<file path="src/rtl/fdc_pkg.sv">
// Shared floppy-controller constants and the byte-wise CRC-16-CCITT helper
// used by both the read and write paths.
package fdc_pkg;

    localparam logic [15:0] MFM_MARK_A1 = 16'h4489;
    localparam logic [15:0] MFM_MARK_C2 = 16'h5224;
    localparam logic [7:0]  DATA_A1     = 8'hA1;

    localparam logic [15:0] CRC16_POLY  = 16'h1021;
    localparam logic [15:0] CRC16_INIT  = 16'hFFFF;
    localparam logic [15:0] CRC16_A1X3  = 16'hCDB4;

    typedef enum logic {
        DEC_HUNT,
        DEC_ALIGNED
    } dec_state_t;

    // MSB-first, unreflected, no final XOR; one full byte per call.
    function automatic logic [15:0] crc16_ccitt_byte(input logic [15:0] crc,
                                                     input logic [7:0]  data);
        logic [15:0] c;
        c = crc ^ {data, 8'h00};
        for (int i = 0; i < 8; i++) begin
            c = c[15] ? ((c << 1) ^ CRC16_POLY) : (c << 1);
        end
        return c;
    endfunction

endpackage

</file>
<file path="src/rtl/crc16_ccitt_byte_update.sv">
// Combinational one-byte CRC-16-CCITT step; shared with the write path.
module crc16_ccitt_byte_update
    import fdc_pkg::*;
(
    input  logic [15:0] crc_in,
    input  logic [7:0]  data_in,
    output logic [15:0] crc_out
);

    assign crc_out = crc16_ccitt_byte(crc_in, data_in);

endmodule

</file>
<file path="src/rtl/mfm_byte_decoder.sv">
// Aligns the MFM cell stream to A1 marks, strips clock cells into bytes,
// flags clock-rule violations and tracks the per-field CRC.
module mfm_byte_decoder
    import fdc_pkg::*;
#(
    parameter int MAX_BAD_BYTES = 4,
    parameter bit CHECK_CLOCKS  = 1'b1
) (
    input  logic        clk,
    input  logic        reset,
    input  logic        enable,
    input  logic        bit_in,
    input  logic        bit_valid,
    input  logic        mark_in,
    output logic [7:0]  byte_out,
    output logic        byte_valid,
    output logic        byte_is_mark,
    output logic        clk_err,
    output logic [15:0] crc,
    output logic        crc_ok,
    output logic        aligned,
    output logic        sync_lost
);

    dec_state_t  state, state_nxt;
    logic [3:0]  cell_cnt, cell_cnt_nxt;
    logic [7:0]  data_sr, data_sr_nxt;
    logic        clk_cell, clk_cell_nxt;
    logic        prev_data, prev_data_nxt;
    logic        err_acc, err_acc_nxt;
    logic        byte_pend, byte_pend_nxt;
    logic [3:0]  bad_cnt, bad_cnt_nxt;
    logic        last_was_mark, last_was_mark_nxt;

    logic [7:0]  byte_out_nxt;
    logic        byte_valid_nxt, byte_is_mark_nxt, clk_err_nxt;
    logic [15:0] crc_nxt;
    logic        crc_ok_nxt, sync_lost_nxt;

    logic [15:0] crc_base, crc_upd;
    logic [7:0]  crc_data;
    logic [4:0]  bad_inc;

    // A fresh mark sequence restarts the CRC; consecutive marks accumulate.
    assign crc_base = (mark_in && !last_was_mark) ? CRC16_INIT : crc;
    assign crc_data = mark_in ? DATA_A1 : data_sr;
    assign bad_inc  = {1'b0, bad_cnt} + 5'd1;

    crc16_ccitt_byte_update u_crc (
        .crc_in  (crc_base),
        .data_in (crc_data),
        .crc_out (crc_upd)
    );

    assign aligned = (state == DEC_ALIGNED);

    always_comb begin
        state_nxt         = state;
        cell_cnt_nxt      = cell_cnt;
        data_sr_nxt       = data_sr;
        clk_cell_nxt      = clk_cell;
        prev_data_nxt     = prev_data;
        err_acc_nxt       = err_acc;
        byte_pend_nxt     = byte_pend;
        bad_cnt_nxt       = bad_cnt;
        last_was_mark_nxt = last_was_mark;
        byte_out_nxt      = byte_out;
        byte_valid_nxt    = 1'b0;
        byte_is_mark_nxt  = 1'b0;
        clk_err_nxt       = 1'b0;
        crc_nxt           = crc;
        crc_ok_nxt        = 1'b0;
        sync_lost_nxt     = 1'b0;

        if (!enable) begin
            state_nxt         = DEC_HUNT;
            cell_cnt_nxt      = 4'd0;
            data_sr_nxt       = 8'h00;
            clk_cell_nxt      = 1'b0;
            prev_data_nxt     = 1'b0;
            err_acc_nxt       = 1'b0;
            byte_pend_nxt     = 1'b0;
            bad_cnt_nxt       = 4'd0;
            last_was_mark_nxt = 1'b0;
            byte_out_nxt      = 8'h00;
            crc_nxt           = CRC16_INIT;
        end else if (mark_in) begin
            // The mark replaces whatever partial or pending byte was in flight.
            state_nxt         = DEC_ALIGNED;
            cell_cnt_nxt      = 4'd0;
            data_sr_nxt       = 8'h00;
            err_acc_nxt       = 1'b0;
            byte_pend_nxt     = 1'b0;
            prev_data_nxt     = 1'b1;
            bad_cnt_nxt       = 4'd0;
            last_was_mark_nxt = 1'b1;
            byte_out_nxt      = DATA_A1;
            byte_valid_nxt    = 1'b1;
            byte_is_mark_nxt  = 1'b1;
            crc_nxt           = crc_upd;
            crc_ok_nxt        = (crc_upd == 16'h0000);
        end else if (state == DEC_ALIGNED) begin
            if (byte_pend) begin
                byte_pend_nxt     = 1'b0;
                err_acc_nxt       = 1'b0;
                last_was_mark_nxt = 1'b0;
                byte_out_nxt      = data_sr;
                byte_valid_nxt    = 1'b1;
                clk_err_nxt       = err_acc;
                bad_cnt_nxt       = err_acc ? bad_inc[3:0] : 4'd0;
                if (err_acc && (bad_inc >= 5'(MAX_BAD_BYTES))) begin
                    state_nxt     = DEC_HUNT;
                    sync_lost_nxt = 1'b1;
                    crc_ok_nxt    = (crc == 16'h0000);
                end else begin
                    crc_nxt       = crc_upd;
                    crc_ok_nxt    = (crc_upd == 16'h0000);
                end
            end else if (bit_valid) begin
                cell_cnt_nxt = cell_cnt + 4'd1;
                if (cell_cnt[0]) begin
                    data_sr_nxt   = {data_sr[6:0], bit_in};
                    prev_data_nxt = bit_in;
                    if (CHECK_CLOCKS && (clk_cell != ~(prev_data | bit_in)))
                        err_acc_nxt = 1'b1;
                    if (cell_cnt == 4'd15)
                        byte_pend_nxt = 1'b1;
                end else begin
                    clk_cell_nxt = bit_in;
                end
            end
        end
    end

    always_ff @(posedge clk) begin
        if (reset) begin
            state         <= DEC_HUNT;
            cell_cnt      <= 4'd0;
            data_sr       <= 8'h00;
            clk_cell      <= 1'b0;
            prev_data     <= 1'b0;
            err_acc       <= 1'b0;
            byte_pend     <= 1'b0;
            bad_cnt       <= 4'd0;
            last_was_mark <= 1'b0;
            byte_out      <= 8'h00;
            byte_valid    <= 1'b0;
            byte_is_mark  <= 1'b0;
            clk_err       <= 1'b0;
            crc           <= CRC16_INIT;
            crc_ok        <= 1'b0;
            sync_lost     <= 1'b0;
        end else begin
            state         <= state_nxt;
            cell_cnt      <= cell_cnt_nxt;
            data_sr       <= data_sr_nxt;
            clk_cell      <= clk_cell_nxt;
            prev_data     <= prev_data_nxt;
            err_acc       <= err_acc_nxt;
            byte_pend     <= byte_pend_nxt;
            bad_cnt       <= bad_cnt_nxt;
            last_was_mark <= last_was_mark_nxt;
            byte_out      <= byte_out_nxt;
            byte_valid    <= byte_valid_nxt;
            byte_is_mark  <= byte_is_mark_nxt;
            clk_err       <= clk_err_nxt;
            crc           <= crc_nxt;
            crc_ok        <= crc_ok_nxt;
            sync_lost     <= sync_lost_nxt;
        end
    end

endmodule

</file>
<file path="config.mk">
export PLATFORM = sky130hd
export DESIGN_NAME = mfm_byte_decoder
export DESIGN_NICKNAME = d
export VERILOG_FILES = /design/src/rtl/fdc_pkg.sv /design/src/rtl/crc16_ccitt_byte_update.sv /design/src/rtl/mfm_byte_decoder.sv
export SDC_FILE = /design/constraint.sdc
export NUM_CORES = 1
export LEC_CHECK = 0
export CAP_MARGIN = 5
export CORE_ASPECT_RATIO = 1.25
export CORE_MARGIN = 5
export CORE_UTILIZATION = 48
export CTS_CLUSTER_DIAMETER = 80
export DETAILED_ROUTE_END_ITERATION = 8
export GPL_TIMING_DRIVEN = 0
export PLACE_DENSITY = 0.75
export SYNTH_ARGS = -nofsm -noshare
export SYNTH_HDL_FRONTEND = slang
export SYNTH_SLANG_ARGS = --single-unit
</file>
<file path="constraint.sdc">
create_clock -name clk -period 2 [get_ports clk]
set_input_delay 0.2 -clock clk [delete_from_list [all_inputs] [get_ports clk]]
set_output_delay 0.2 -clock clk [all_outputs]
set_load 0.02 [all_outputs]
</file>
* After elaboration in Yosys (flattened, before gate mapping)
Index checks and enable logic that the tools add are counted.
** Storage, ports and cells
- Register bits :: 51
- Input port bits :: 6
- Output and inout port bits :: 30
- Logic and storage cells :: 110
** Operators by class
- Add/sub/neg operators :: 2
- $lt $le $gt $ge :: 1
- Eq/ne operators :: 4
- Muxes and demuxes :: 47
- Bitwise logic cells :: 16
- Reductions and logical operators :: 23
** Operators with widths (number)
- 13-bit 2-to-1 mux :: 8
- 16-bit 2-to-1 mux :: 5
- 16-bit zero test :: 2
- 8-bit 2-to-1 mux :: 4
- 1-bit 2-to-1 mux :: 29
- 3-bit inverter :: 8
- 16-bit bitwise XOR :: 1
- 2-bit nonzero test :: 7
- 4-bit AND reduction :: 3
- 1-bit inverter :: 6
- 3-bit AND reduction :: 2
- 4-bit by 1-bit adder with 5-bit output, second input constant :: 1
- 5-bit by 3-bit >= comparator with 1-bit output, second input constant :: 1
- 5-bit AND reduction :: 1
- 5-bit OR reduction :: 1
- 4-bit by 1-bit adder with 4-bit output, second input constant :: 1
- 4-bit == test, second input constant :: 1
- 4-bit 2-to-1 mux :: 1
- 2-bit != test, second input constant :: 2
- 2-bit AND reduction :: 2
- 3-bit OR reduction :: 1
- 1-bit logical AND :: 2
- 2-bit OR reduction :: 1
- 1-bit zero test :: 1
- 2 further kinds :: 2

* Logic depth before layout (Yosys ltp)
- Depth after elaboration :: 25
- Mapped depth :: 8
- Mapped depth without buffers :: 7

* Modules after synthesis
Synthesis repeated with hierarchy kept, for this count alone.
** Second synthesis, totals
- Cell total of the unflattened synthesis :: 287
- Area total of the unflattened synthesis :: 2587.5 um2
** By module, submodules not included
- mfm_byte_decoder :: instances 1, cells an instance 262, area each 2210.9 um2, seq. area each 1021.0 um2
- crc16_ccitt_byte_update :: instances 1, cells an instance 25, area each 376.6 um2, seq. area each 0.0 um2

* Least setup slack after synthesis
Ideal clock, no wire load.
- Path kind :: reg-to-reg
- Start point :: register bad_cnt[0]
- End point :: register crc[14]
- Setup time :: 0.130 ns
- Arrival time :: 1.918 ns
- Required time :: 1.870 ns
- Path slack :: -0.047 ns
- Stages on the path, launching flop included :: 9
- Path buffers :: 1
- Period minus slack after synthesis :: 2.047 ns
- Cell sequence :: dfxtp_1 ha_1 a21boi_0 a21oi_1 o21ai_0 a21oi_1 buf_2 mux2i_1 nand2_1
** On the way
- Word-level cells in the longest chain between the ends :: 5
** Ends and longest elaborated chain
- from (decl) :: RTL line mfm_byte_decoder.sv:32 : logic [3:0] bad_cnt, bad_cnt_nxt;
- from (signal assigned) :: RTL line mfm_byte_decoder.sv:161 : bad_cnt <= bad_cnt_nxt;
- 4-bit by 1-bit adder with 5-bit output :: RTL line mfm_byte_decoder.sv:47 : assign bad_inc = {1'b0, bad_cnt} + 5'd1;
- 5-bit by 3-bit >= comparator with 1-bit output :: RTL line mfm_byte_decoder.sv:111 : if (err_acc && (bad_inc >= 5'(MAX_BAD_BYTES))) begin
- 1-bit logical AND :: RTL line mfm_byte_decoder.sv:111
- 2-bit != test (no source line)
- 3-bit AND reduction (no source line)
- to (signal assigned) :: RTL line mfm_byte_decoder.sv:167 : crc <= crc_nxt;
- to (decl) :: RTL line mfm_byte_decoder.sv:19 : output logic [15:0] crc,
No other way between the ends.
A chain may end at the register's enable or synchronous reset.

* Worst setup path after layout
- Start point :: input enable
- End point :: register crc_ok
** On the way
- Word-level cells in the longest chain between the ends :: 2
** Ends and longest elaborated chain
- from (decl) :: RTL line mfm_byte_decoder.sv:11 : input logic enable,
- 1-bit inverter (no source line)
- 2-bit OR reduction (no source line)
- to (signal assigned) :: RTL line mfm_byte_decoder.sv:168 : crc_ok <= crc_ok_nxt;
- to (decl) :: RTL line mfm_byte_decoder.sv:20 : output logic crc_ok,
No other way between the ends.

==> results.cfg <==
[outcome]
outcome = complete, no violations

[global_routing]
grt_antenna_before_repair = 0
grt_overflow = 0
grt_pass1_vias = 2133
grt_usage = 0.1959
wire_length_of_the_first_global_routing_pass_um = 9873
grt_start_max_net_pins = 16

[pwr]
internal_power_uw = 1510
power_per_cell_area_nw_per_um2 = 677.5
power.leakage_uw = 0.001082
comb_power_share = 0.122
fin_total_pwr_uw = 2022
netSwitchingPower_uw = 511.8
peakVddDrop_uv = 524.8
clock_power_share = 0.351
seqPwrFrac = 0.527
netSwitchingFraction = 0.2532

[detailed_routing]
dr_total_vias = 2189
detail_route.first_pass.iterations = 4
routed_wl_um = 5959
drtAntennaViolNets = 0
met3RoutedLength_um = 235
post-route-drc-count = 0
drtIter0Drc = 117
met2RoutedLength_um = 2833
post_drt_via_cell_ratio = 5.500
dr.max_layer_used = met4
wl_per_cell_um = 14.97
wl_met1_um = 2672

[yosys]
yosys.cell_types.count = 40
number_of_synthesized_register_bits = 51
async_reset_ff_frac = 0
yosys_warns = 0
mappedNetlistArea_um2 = 2384
synthDominantAreaCellType = sky130_fd_sc_hd__dfxtp_1
synth_nets = 302
synthFlopType = sky130_fd_sc_hd__dfxtp_1
synth-seq-area-share = 0.4283
netlist_top_cells_area = sky130_fd_sc_hd__dfxtp_1 43%, sky130_fd_sc_hd__nand2_1 9.8%, sky130_fd_sc_hd__a21oi_1 6.5%
yosys.cell_count.top_type = sky130_fd_sc_hd__nand2_1
edff_count_synth = 0
synthesis.area_per_instance_um2 = 8.135
synth_commonest_cells = 62 x sky130_fd_sc_hd__nand2_1, 51 x sky130_fd_sc_hd__dfxtp_1, 31 x sky130_fd_sc_hd__a21oi_1
post-synth-top-area-fraction = 0.4283
netlist_instances = 293

[placed_design]
final_weighted_congestion_in_routability_driven_placement = 0.8639
detail_placement_hpwl_um = 4243
port_buffers = 35
dp_cells = 388

[timing]
timing_worst_slew_pin_value_ns = 0.5453
final.min_clock_period_ns = 1.964
min_period_over_period = 0.9820
finClkSkew_ns = 0.005177
maxClockFrequency_mhz = 509.2
timing.setup.tns_ns = 0
setup_violations = 0
setup_repair_after_global_routing_missed_its_margin = yes
final_hold_vios = 0
finalMaxSlewViolations = 0
timing.hold.ws_ns = 0.4593
max_slew_margin = 0.6365

[worst_setup_path]
worst_path_largest_cell_delay_ns = 0.54
critical_path.endpoint_type = flop
critical_path.n_buffers_inverters = 2
r2r_end = crc_ok
crit_path_max_delay_family = buffers and inverters
critical_path_arrival_ns = 2.18
regToRegStartpoint = last_was_mark
startpoint_type = primary input
critical_path_peak_fanout = 7
worst-setup-path-type = in -> reg
slowest_stage = sky130_fd_sc_hd__or4_1
r2r_cells = 6
path_cells = clkdlybuf4s50_1 -> nor2b_1 -> clkbuf_1 -> o2111ai_1 -> or4_1 -> o41ai_2
r2r_setup_slack_ns = 0.07
crit_required_ns = 2.21
crit_path_start = enable

[clock_tree]
cts_max_level = 2
cts.clk_slew.worst_paths_ns = 0.09
tritoncts_clock_tree = built
root_buffer = sky130_fd_sc_hd__clkbuf_8
cts_buffers = 5
clockBufferDepth = 2
clock_sinks = 51
clock_insertion_delay_worst_skew_ns = 0.31

[finish]
final_core_utilization = 0.6263
ant_diodes = 0
fillers = 435
areaGrowthSynthToFinish_pct = 25.20
layout-drive-gt1-share = 0.08876
final_nets = 347
sequential_cell_area_um2 = 1025
multi_input_area_um2 = 1326
finish.cell_count_without_fillers = 398

[worst_hold_path]
hold_class = reg -> reg
min_to = byte_out[6]
min_path_cells = 2
hp-start = byte_out[6]

[run]
drv.max_cap_violation_count = 0

[floorplanning]
core_um2 = 4765
die-height_um = 88.79
placement_rows = 28
starting_density_of_the_core = 0.5003
fp.dieArea_um2 = 6484
floorplan.io_pins = 36
die_width_um = 73.03
==> power by group through the flow <==
stage | clock network [uW] | logic, uW | registers, uW
final | 709 | 248 | 1060
after global routing | 766 | 265 | 1070
after CTS | 724 | 239 | 1060
after detailed placement | 0 | 233 | 1090
after global placement | 0 | 230 | 1090
after floorplan | 0 | 127 | 1100
==> cell type report <==
cell class                 count  share of cell area
buffer                        13             0.02013
multi-input combinational    224              0.4444
sequential                    51              0.3434
timing repair buffer          39              0.1262
clock inverter                 2             0.01258
clock buffer                   5             0.02306
tap                           60             0.02516
inverter                       4            0.005031
==> worst register-to-register path, cell delays in order, from the launching register on <==
cell and delay, ns:
sky130_fd_sc_hd__dfxtp_2 0.36, sky130_fd_sc_hd__nand2_2 0.12, sky130_fd_sc_hd__o21a_1 0.17, sky130_fd_sc_hd__o22ai_4 0.20, sky130_fd_sc_hd__o2111ai_1 0.12, sky130_fd_sc_hd__or4_1 0.54, sky130_fd_sc_hd__o41ai_2 0.33
==> registers in the layout, summed over array words and instances, names as in the netlist, 4 cells and up <==
name,count
bad_cnt,4
byte_out,8
cell_cnt,4
crc,16
data_sr,8
==> cells by family (layout without fill, tap and decap cells) <==
kind of cell	after synthesis	after routing	share of synthesized area
adder cells (fa/ha/maj)	3	3	0.01575
AND/OR/NAND/NOR	116	116	0.2110
multiplexers	10	10	0.04252
buffers and inverters	18	63	0.02992
XOR/XNOR	24	24	0.08819
flip-flops	51	51	0.4283
AO/OA/AOI/OAI	71	71	0.1843
==> worst max path at each step <==
stage / endpoint / slack, ns / cells past startpoint
after global placement: crc_ok / -0.58 / 6
after detailed placement: crc_ok / -0.54 / 6
final: crc_ok / 0.04 / 6
after global routing: crc_ok / -0.03 / 6
after floorplan: crc_ok / 0.04 / 5
after CTS: crc_ok / 0.005 / 6
==> placed cells by master (no fill, tap or decap), types with 2 or more instances in the layout <==
cell type / synthesis / layout
sky130_fd_sc_hd__xor2_1: 13 / 13
sky130_fd_sc_hd__mux2i_1: 9 / 9
sky130_fd_sc_hd__dfxtp_1: 51 / 48
sky130_fd_sc_hd__o211ai_1: 8 / 8
sky130_fd_sc_hd__dfxtp_2: 0 / 3
sky130_fd_sc_hd__o21ai_0: 11 / 10
sky130_fd_sc_hd__nand3_1: 3 / 3
sky130_fd_sc_hd__o21a_1: 4 / 4
sky130_fd_sc_hd__nor2_1: 27 / 25
sky130_fd_sc_hd__a31oi_1: 3 / 3
sky130_fd_sc_hd__buf_2: 3 / 3
sky130_fd_sc_hd__nor3b_1: 2 / 2
sky130_fd_sc_hd__nand2b_1: 3 / 3
sky130_fd_sc_hd__inv_1: 3 / 3
sky130_fd_sc_hd__clkbuf_1: 11 / 9
sky130_fd_sc_hd__clkbuf_8: 0 / 5
sky130_fd_sc_hd__buf_4: 0 / 3
sky130_fd_sc_hd__nor3_1: 5 / 5
sky130_fd_sc_hd__a21oi_1: 31 / 30
sky130_fd_sc_hd__clkdlybuf4s50_1: 0 / 34
sky130_fd_sc_hd__a21boi_0: 3 / 2
sky130_fd_sc_hd__nor2_2: 0 / 2
sky130_fd_sc_hd__nand2_1: 62 / 62
sky130_fd_sc_hd__xnor2_1: 11 / 11
sky130_fd_sc_hd__nor4_1: 4 / 4
sky130_fd_sc_hd__o22ai_2: 1 / 2
sky130_fd_sc_hd__ha_1: 3 / 2
sky130_fd_sc_hd__and2_1: 3 / 3
==> repair_timing <==
item / 4_1_cts / 5_1_grt
hold buffers: 0 / 0
setup buffers: 3 / 0
pin swaps: 2 / 2
gates resized for setup: 7 / 9
cloned: 0 / 1
setup endpoints to repair: 17 / 18
hold endpoints to repair: 0 / 0
==> stage by stage <==
step           setup WS, ns  instance area [um2]
3_3_place_gp        -0.5834                 2813
4_1_cts            0.004531                 2952
6_report            0.03597                 2984
5_1_grt            -0.02883                 2984
3_5_place_dp        -0.5411                 2813
2_1_floorplan       0.04380                 2387
==> routing by layer <==
| layer | global-route usage | vias to the layer above |
|---|---|---|
| met2 | 0.3149 | 52 |
| li1 | - | 1094 |
| met5 | 0 | - |
| met4 | 0.1141 | 0 |
| met3 | 0.04545 | 19 |
| met1 | 0.2374 | 1024 |
(Power assumes the default switching activity.)
